### src/rtl/seq_cu_pkg.sv
// rtl/seq_cu_pkg.sv - shared encodings for the sequencing control unit
package seq_cu_pkg;

  localparam logic [3:0] OP_NOP     = 4'd0;
  localparam logic [3:0] OP_CLAC    = 4'd1;
  localparam logic [3:0] OP_LDAC    = 4'd2;
  localparam logic [3:0] OP_STAC    = 4'd3;
  localparam logic [3:0] OP_MVAC    = 4'd4;
  localparam logic [3:0] OP_MVR     = 4'd5;
  localparam logic [3:0] OP_INC     = 4'd6;
  localparam logic [3:0] OP_ADD     = 4'd7;
  localparam logic [3:0] OP_SUB     = 4'd8;
  localparam logic [3:0] OP_MUL4    = 4'd9;
  localparam logic [3:0] OP_DIV2    = 4'd10;
  localparam logic [3:0] OP_JPNZ    = 4'd11;
  localparam logic [3:0] OP_JPN     = 4'd12;
  localparam logic [3:0] OP_ADDM    = 4'd13;
  localparam logic [3:0] OP_ILLEGAL = 4'd14;
  localparam logic [3:0] OP_END     = 4'd15;

  localparam logic [2:0] ALU_ADD  = 3'd0;
  localparam logic [2:0] ALU_SUB  = 3'd1;
  localparam logic [2:0] ALU_PASS = 3'd2;
  localparam logic [2:0] ALU_ZERO = 3'd3;
  localparam logic [2:0] ALU_INC  = 3'd4;
  localparam logic [2:0] ALU_MUL4 = 3'd5;
  localparam logic [2:0] ALU_DIV2 = 3'd6;

  // Fixed B-bus sources; general register i sits at B_R_BASE + i.
  typedef enum logic [1:0] {
    B_RAM = 2'd0,
    B_PC  = 2'd1,
    B_AC  = 2'd2,
    B_AR  = 2'd3
  } bbase_t;
  localparam int B_R_BASE = 4;

  localparam int SEL_PC_LD  = 0;
  localparam int SEL_PC_INC = 1;
  localparam int SEL_IR_LD  = 2;
  localparam int SEL_AC_LD  = 3;
  localparam int SEL_AR_LD  = 4;
  localparam int SEL_R_BASE = 5;

  typedef enum logic [2:0] {
    S_F_ADDR  = 3'd0,
    S_F_WAIT  = 3'd1,
    S_DECODE  = 3'd2,
    S_OP_ADDR = 3'd3,
    S_OP_WAIT = 3'd4,
    S_M_WAIT  = 3'd5,
    S_HALT    = 3'd6,
    S_TRAP    = 3'd7
  } state_t;

  function automatic logic is_reg_op(input logic [3:0] op);
    return (op >= OP_MVAC) && (op <= OP_SUB);
  endfunction

endpackage

### src/rtl/seq_cu_watchdog.sv
// rtl/seq_cu_watchdog.sv - wait-state counter; pulses timeout on the TIMEOUT_CYCLES-th idle wait cycle
module seq_cu_watchdog #(
  parameter int TIMEOUT_CYCLES = 64
) (
  input  logic clk,
  input  logic rst,
  input  logic clear,
  input  logic tick,
  output logic timeout
);

  localparam int CW = $clog2(TIMEOUT_CYCLES + 1);

  logic [CW-1:0] count;

  always_ff @(posedge clk) begin
    if (rst || clear) begin
      count <= '0;
    end else if (tick) begin
      count <= count + 1'b1;
    end
  end

  // count holds the idle cycles already seen, so this fires on the limit cycle itself
  assign timeout = tick && (count == CW'(TIMEOUT_CYCLES - 1));

endmodule

### src/rtl/seq_control_unit.sv
// rtl/seq_control_unit.sv - fetch/operand/execute sequencer for the accumulator datapath
// Optional wait-state watchdog enabled by defining SEQ_CU_WATCHDOG_EN.
module seq_control_unit
  import seq_cu_pkg::*;
#(
  parameter int NUM_REGS       = 4,
  parameter int BSEL_W         = $clog2(NUM_REGS + 4),
  parameter int TIMEOUT_CYCLES = 64
) (
  input  logic                CLOCK,
  input  logic                RESET,
  input  logic [7:0]          INSTRUCTION,
  input  logic                FLAG_Z,
  input  logic                FLAG_N,
  input  logic                MEM_READY,
  output logic                MEM_REQ,
  output logic                MEM_WE,
  output logic [BSEL_W-1:0]   REG_IN_B_BUS,
  output logic [2:0]          ALU_OP,
  output logic [NUM_REGS+4:0] SELECTORS,
  output logic                FINISH,
  output logic                ERROR
);

  localparam int NSEL = NUM_REGS + 5;

  state_t state;
  state_t state_next;
  logic [3:0] op_q;
  logic [3:0] op;
  logic [3:0] idx;
  logic bad_idx;
  logic timeout;
  logic [BSEL_W-1:0] reg_b;

  logic mem_req;
  logic mem_we;
  logic [BSEL_W-1:0] b_sel;
  logic [2:0] alu_op;
  logic [NSEL-1:0] sel;
  logic finish;
  logic error;

  assign op      = INSTRUCTION[7:4];
  assign idx     = INSTRUCTION[3:0];
  assign bad_idx = is_reg_op(op) && (int'(idx) >= NUM_REGS);
  assign reg_b   = BSEL_W'(B_R_BASE + int'(idx));

  function automatic logic [NSEL-1:0] bit_at(input int pos);
    return NSEL'(1) << pos;
  endfunction

`ifdef SEQ_CU_WATCHDOG_EN
  logic in_wait;
  assign in_wait = (state == S_F_WAIT) || (state == S_OP_WAIT) || (state == S_M_WAIT);

  seq_cu_watchdog #(
    .TIMEOUT_CYCLES(TIMEOUT_CYCLES)
  ) u_watchdog (
    .clk    (CLOCK),
    .rst    (RESET),
    .clear  (!in_wait || MEM_READY),
    .tick   (in_wait && !MEM_READY),
    .timeout(timeout)
  );
`else
  logic unused_timeout_cfg;
  assign unused_timeout_cfg = (TIMEOUT_CYCLES == 0);
  assign timeout = 1'b0;
`endif

  always_ff @(posedge CLOCK) begin
    if (RESET) begin
      state <= S_F_ADDR;
      op_q  <= OP_NOP;
    end else begin
      state <= state_next;
      if (state == S_DECODE) begin
        op_q <= op;
      end
    end
  end

  always_comb begin
    state_next = state;
    mem_req    = 1'b0;
    mem_we     = 1'b0;
    b_sel      = BSEL_W'(B_RAM);
    alu_op     = ALU_PASS;
    sel        = '0;
    finish     = 1'b0;
    error      = 1'b0;

    case (state)
      S_F_ADDR: begin
        b_sel      = BSEL_W'(B_PC);
        sel        = bit_at(SEL_AR_LD);
        state_next = S_F_WAIT;
      end

      S_F_WAIT: begin
        mem_req = 1'b1;
        if (MEM_READY) begin
          sel        = bit_at(SEL_IR_LD) | bit_at(SEL_PC_INC);
          state_next = S_DECODE;
        end
      end

      S_DECODE: begin
        state_next = S_F_ADDR;
        // An out-of-range register index must not touch any load enable.
        if (bad_idx) begin
          state_next = S_TRAP;
        end else begin
          case (op)
            OP_CLAC: begin
              alu_op = ALU_ZERO;
              sel    = bit_at(SEL_AC_LD);
            end
            OP_LDAC, OP_STAC, OP_JPNZ, OP_JPN, OP_ADDM: begin
              state_next = S_OP_ADDR;
            end
            OP_MVAC: begin
              b_sel = BSEL_W'(B_AC);
              sel   = bit_at(SEL_R_BASE + int'(idx));
            end
            OP_MVR: begin
              b_sel = reg_b;
              sel   = bit_at(SEL_AC_LD);
            end
            OP_INC: begin
              b_sel  = reg_b;
              alu_op = ALU_INC;
              sel    = bit_at(SEL_R_BASE + int'(idx));
            end
            OP_ADD: begin
              b_sel  = reg_b;
              alu_op = ALU_ADD;
              sel    = bit_at(SEL_AC_LD);
            end
            OP_SUB: begin
              b_sel  = reg_b;
              alu_op = ALU_SUB;
              sel    = bit_at(SEL_AC_LD);
            end
            OP_MUL4: begin
              alu_op = ALU_MUL4;
              sel    = bit_at(SEL_AC_LD);
            end
            OP_DIV2: begin
              alu_op = ALU_DIV2;
              sel    = bit_at(SEL_AC_LD);
            end
            OP_ILLEGAL: state_next = S_TRAP;
            OP_END:     state_next = S_HALT;
            default: ;
          endcase
        end
      end

      S_OP_ADDR: begin
        b_sel      = BSEL_W'(B_PC);
        sel        = bit_at(SEL_AR_LD);
        state_next = S_OP_WAIT;
      end

      S_OP_WAIT: begin
        mem_req = 1'b1;
        if (MEM_READY) begin
          if (op_q == OP_JPNZ) begin
            sel        = !FLAG_Z ? bit_at(SEL_PC_LD) : bit_at(SEL_PC_INC);
            state_next = S_F_ADDR;
          end else if (op_q == OP_JPN) begin
            sel        = FLAG_N ? bit_at(SEL_PC_LD) : bit_at(SEL_PC_INC);
            state_next = S_F_ADDR;
          end else begin
            // Operand word is the data address: move it into AR and skip past it.
            sel        = bit_at(SEL_AR_LD) | bit_at(SEL_PC_INC);
            state_next = S_M_WAIT;
          end
        end
      end

      S_M_WAIT: begin
        mem_req = 1'b1;
        if (op_q == OP_STAC) begin
          mem_we = 1'b1;
          b_sel  = BSEL_W'(B_AC);
        end else if (op_q == OP_ADDM) begin
          alu_op = ALU_ADD;
        end
        if (MEM_READY) begin
          if (op_q != OP_STAC) begin
            sel = bit_at(SEL_AC_LD);
          end
          state_next = S_F_ADDR;
        end
      end

      S_HALT: begin
        finish = 1'b1;
      end

      default: begin
        finish = 1'b1;
        error  = 1'b1;
      end
    endcase

    if (timeout) begin
      state_next = S_TRAP;
    end
  end

  // Reset overrides the decode combinationally so an in-flight request drops immediately.
  assign MEM_REQ      = RESET ? 1'b0 : mem_req;
  assign MEM_WE       = RESET ? 1'b0 : mem_we;
  assign REG_IN_B_BUS = RESET ? '0 : b_sel;
  assign ALU_OP       = RESET ? ALU_PASS : alu_op;
  assign SELECTORS    = RESET ? '0 : sel;
  assign FINISH       = RESET ? 1'b0 : finish;
  assign ERROR        = RESET ? 1'b0 : error;

endmodule

### config.mk
export PLATFORM = sky130hd
export DESIGN_NAME = seq_control_unit
export DESIGN_NICKNAME = d
export VERILOG_FILES = /design/src/rtl/seq_cu_pkg.sv /design/src/rtl/seq_cu_watchdog.sv /design/src/rtl/seq_control_unit.sv
export SDC_FILE = /design/constraint.sdc
export NUM_CORES = 1
export LEC_CHECK = 0
export CORE_AREA = 5 5 42 44
export CTS_CLUSTER_SIZE = 12
export DETAILED_ROUTE_END_ITERATION = 8
export DIE_AREA = 0 0 47 49
export DONT_BUFFER_PORTS = 1
export PLACE_DENSITY = 0.73
export SYNTH_ARGS = -nofsm -noshare
export SYNTH_HDL_FRONTEND = slang
export SYNTH_SLANG_ARGS = --single-unit
### constraint.sdc
create_clock -name CLOCK -period 3 [get_ports CLOCK]
set_input_delay 0.15 -clock CLOCK [delete_from_list [all_inputs] [get_ports CLOCK]]
set_output_delay 0.15 -clock CLOCK [all_outputs]
set_load 0.005 [all_outputs]
# ---- Word level (Yosys, flattened, before mapping)
# Index checks and enable logic that the tools add are counted.
dict set report classes {
  magnitude_cmp 3
  add_sub_neg 2
  n_shift 1
  reduce_logical 13
  n_eq_ne 29
  muxes 40
}
# op count
set ops {}
lappend ops {{$pmux 9 s5} 1}
lappend ops {{$eq 4x4->1 const B} 11}
lappend ops {{$pmux 3 s6} 2}
lappend ops {{$mux 3} 11}
lappend ops {{$mux 9} 2}
lappend ops {{$pmux 3 s3} 2}
lappend ops {{$pmux 9 s2} 1}
lappend ops {{$eq 4x3->1 const B} 4}
lappend ops {{$mux 5} 3}
lappend ops {{$eq 4x2->1 const B} 3}
lappend ops {{$pmux 3 s2} 2}
lappend ops {{$reduce_or 6->1} 2}
lappend ops {{$mux 2} 5}
lappend ops {{$eq 3x3->1 const B} 3}
lappend ops {{$mux 1} 9}
lappend ops {{$shl 1x5->9 const A} 1}
lappend ops {{$ge 4x3->1 const B} 2}
lappend ops {{$mux 4} 2}
lappend ops {{$reduce_or 7->1} 1}
lappend ops {{$eq 3x2->1 const B} 2}
lappend ops {{$ne 2x2->1 const B} 3}
lappend ops {{$reduce_bool 6->1} 1}
lappend ops {{$add 3x4->5 const A} 1}
lappend ops {{$reduce_or 5->1} 1}
lappend ops {{other kinds (11)} 13}
dict set report word_totals {
  wordCells 90
  register_bits 7
  in_bits 13
  out_inout_bits 19
}

# ---- Longest topological paths before layout
dict set report logic_depth {
  word_depth 6
  mapped_depth 5
  depth_no_buf 4
}

# ---- Worst setup path after synthesis
# OpenSTA, ideal clock, no wires.
dict set report synth_timing {
  kind {register to output}
  start {register state[2]}
  end {output port SELECTORS[7]}
  path_stages_with_launch 6
  slack_ns 0.983
  n_path_buf 1
  required_time_ns 2.850
  arrival_ns 1.867
  cell_sequence {dfxtp_1 > or3b_1 > buf_4 > or4_4 > or3_4 > nor3b_1}
}
dict set report synth_between {
  elab_chain_cells 4
  elab_cells_between_ends 9
  classes_between {eq/ne (5); mux (2); reduce/logical (2)}
}
# item line_no
set synth_lines {}
lappend synth_lines {{start, declared} seq_control_unit.sv:27} ;# state_t state;
lappend synth_lines {{start signal, assigned} seq_control_unit.sv:77} ;# state <= state_next;
lappend synth_lines {{$eq 3x2->1 or $logic_not 3->1 (tied branches)} seq_control_unit.sv:94} ;# case (state)
lappend synth_lines {{$reduce_or 2->1 (no source line)} --}
lappend synth_lines {{$pmux 9 s5 *} seq_control_unit.sv:94}
lappend synth_lines {{$mux 9 *} seq_control_unit.sv:220} ;# assign SELECTORS = RESET ? '0 : sel;
lappend synth_lines {{end, declared} seq_control_unit.sv:20} ;# output logic [NUM_REGS+4:0] SELECTORS,
# Mark *: on every way between the ends. The rest lies on a longest branch, timed or not.

# ---- Final worst setup path
dict set report layout_timing {
  start {register state[1]}
  end {output port SELECTORS[7]}
}
# The elaborated chain is that of the path after synthesis.

==> results.toml <==
[synthesis]
yosys.cell_types.count = 43
synth-edff-count = 0
async_flop_share = 0
seq_area_frac_synth = 0.177
ys_warn_count = 0
ys.flop_type = "dfxtp_1"
syn_avg_cell_area_sq_um = 6.89
synth_fp_nets = 128
netlist_area_sq_um = 792
synth-seq-cells = 7
syn_inst = 115

[cts]
clk_latency_ps = 250
postCtsHoldBufs = 1
htree_levels = 1
path_clk_slew_ps = 60
root_buffer = "clkbuf_4"
post_cts_buffers = 0
clock-sinks = 7
cts_max_path_buffers = 2
cts_resized = 0
numCtsBuffers = 3
cts_tree = "yes"

[cells_and_area]
stdcell_area_sq_um = 808
instances_no_fill = 126
synthToLayoutAreaGrowth_pct = 2.05
drive_gt1_frac = 0.0727
diodes = 0
final_util = 0.577
nNetsFinal = 124

[setup_path]
worstReg2RegEnd = "state[0]"
rr_worst_depth = 4
worst_setup_path_end_kind = "output port"
startpoint = "state[1]"
r2r-start = "state[1]"
path_max_fanout = 13
cp.arrival_ps = 2440
reg2reg_slack_ps = 1280
critPathRequiredTime_ps = 2850
crit_path_start_kind = "register"
critPathKind = "reg -> out"

[sta]
tightest_slew_ps = 559
min_period_ps = 2590
setup_viol = 0
finalHoldViolations = 0
finalCritPeriodShare = 0.865
drv_slew = 0
rsz0062_at_grt = "false"
skew_ps = 6.90
fmax_mhz = 386
whs_ps = 57.0
finalSetupTns_ps = 0
slew_headroom = 0.617

[drt]
wire_per_inst_um = 15.4
drtPass1Iterations = 4
vias = 810
drt-total-wl_um = 1950
via_per_inst = 6.43
drc = 0
final_antenna_net_count = 0
first_iter_violations = 27

[die]
start_util = 0.565
dieArea_sq_um = 2300
die_h_um = 49
core_sq_um = 1400
die_x_um = 47
num_rows = 14
ios = 32

[job]
timing.max_cap.violations = 0

[hold_path]
holdPathStages = 2
worstHoldStart = "INSTRUCTION[6]"
hold_end = "op_q[2]"
worstHoldPathType = "in -> reg"

[global_routing]
grt_max_degree = 15
antenna_found_initial = 0
grt_pass1_wl_um = 3090
grt-ovfl-total = 0
grt_pass1_vias = 721
grt_use_total = 0.173

[placement]
gp_congestion = 0.805
dp_hpwl_um = 1450
place_area_sq_um = 771
placed_cells = 121
port_buffers = 0

[pwr]
powerDensity_nw_per_um2 = 295
p_leak_nw = 0.284
irDropWorstVdd_mv = 0.196

[outcome]
status = "finished clean"
==> kinds of logic after synthesis <==
logic type,synth area share
flops,0.177
simple gates,0.464
xor+xnor,0.0221
compound gates,0.215
buf+inv,0.0711
mux,0.0506
==> synthesized netlist by cell type, types with 2 or more instances <==
library cell  number  area share
clkbuf_1           7       0.033
o22ai_1            2       0.016
xnor2_1            2       0.022
nor2_1            19       0.090
inv_1              4       0.019
a21oi_1            4       0.025
o21ai_0            5       0.032
nor2b_1            4       0.032
and2_1             2       0.016
nor4bb_1           2       0.025
a211oi_1           3       0.028
mux2i_1            4       0.051
dfxtp_1            7        0.18
nand2b_1           4       0.032
nand3_1            2       0.013
buf_1              2      0.0095
nor3_1             9       0.057
a31oi_1            2       0.016
nor3b_1            4       0.038
a2111oi_0          2       0.022
nand2_1            3       0.014
==> state kept, by name, summed over array words and instances, names as in the netlist <==
name,cells
op_q,4
state,3
==> where the power goes <==
part | switching (mW) | internal [mW] | leakage [nW]
registers | 0.00788 | 0.0966 | 0.0569
clock network | 0.0358 | 0.0487 | 0.0177
logic | 0.0259 | 0.0236 | 0.209
==> layout make-up <==
cell class / instances / area [sq um]
well taps: 16 / 20.0
fillers: 143 / 593
clock buffers: 3 / 22.5
repair buffers: 1 / 10.0
flip-flops and latches: 7 / 140
multi-input cells: 94 / 596
clock inverters: 1 / 5.00
inverters: 4 / 15.0
==> stage by stage <==
step	setup slack, ps	total power [mW]
floorplan	983	0.155
global placement	720	0.153
detailed placement	682	0.153
CTS	386	0.244
global route	282	0.254
finish	406	0.238
==> cells in the final DEF, fill, tap and decap left out, types with 2 or more instances in the layout <==
cell / instances
a21oi_1: 4
dfxtp_1: 7
nand2b_1: 4
o22ai_1: 2
xnor2_1: 2
nor4bb_1: 2
inv_1: 4
nand2_1: 3
and2_1: 2
o21ai_0: 5
a31oi_1: 2
nor3_1: 9
nor2b_1: 4
nand3_1: 2
a211oi_1: 3
nor3b_1: 4
clkbuf_4: 3
mux2i_1: 4
a2111oi_0: 2
nor2_1: 19
==> how the worst max path moves through the flow <==
stage	cells past startpoint	endpoint
detailed placement	4	SELECTORS[7]
finish	4	SELECTORS[7]
floorplan	5	SELECTORS[7]
CTS	4	SELECTORS[7]
global placement	4	SELECTORS[7]
global route	4	SELECTORS[7]
==> layer usage <==
metal	share of wire	vias up	global-route usage
li1	-	413	-
met1	0.43	363	0.231
met4	0.015	0	0.0691
met2	0.47	31	0.271
met5	0	-	0
met3	0.088	3	0.0185
==> worst max-delay path: stages, from the launching register on <==
cell,delay [ps]
dfxtp_1,510
or3b_1,540
or4_4,470
or3_4,390
nor3b_1,280
Power figures use the tool's default switching activity.
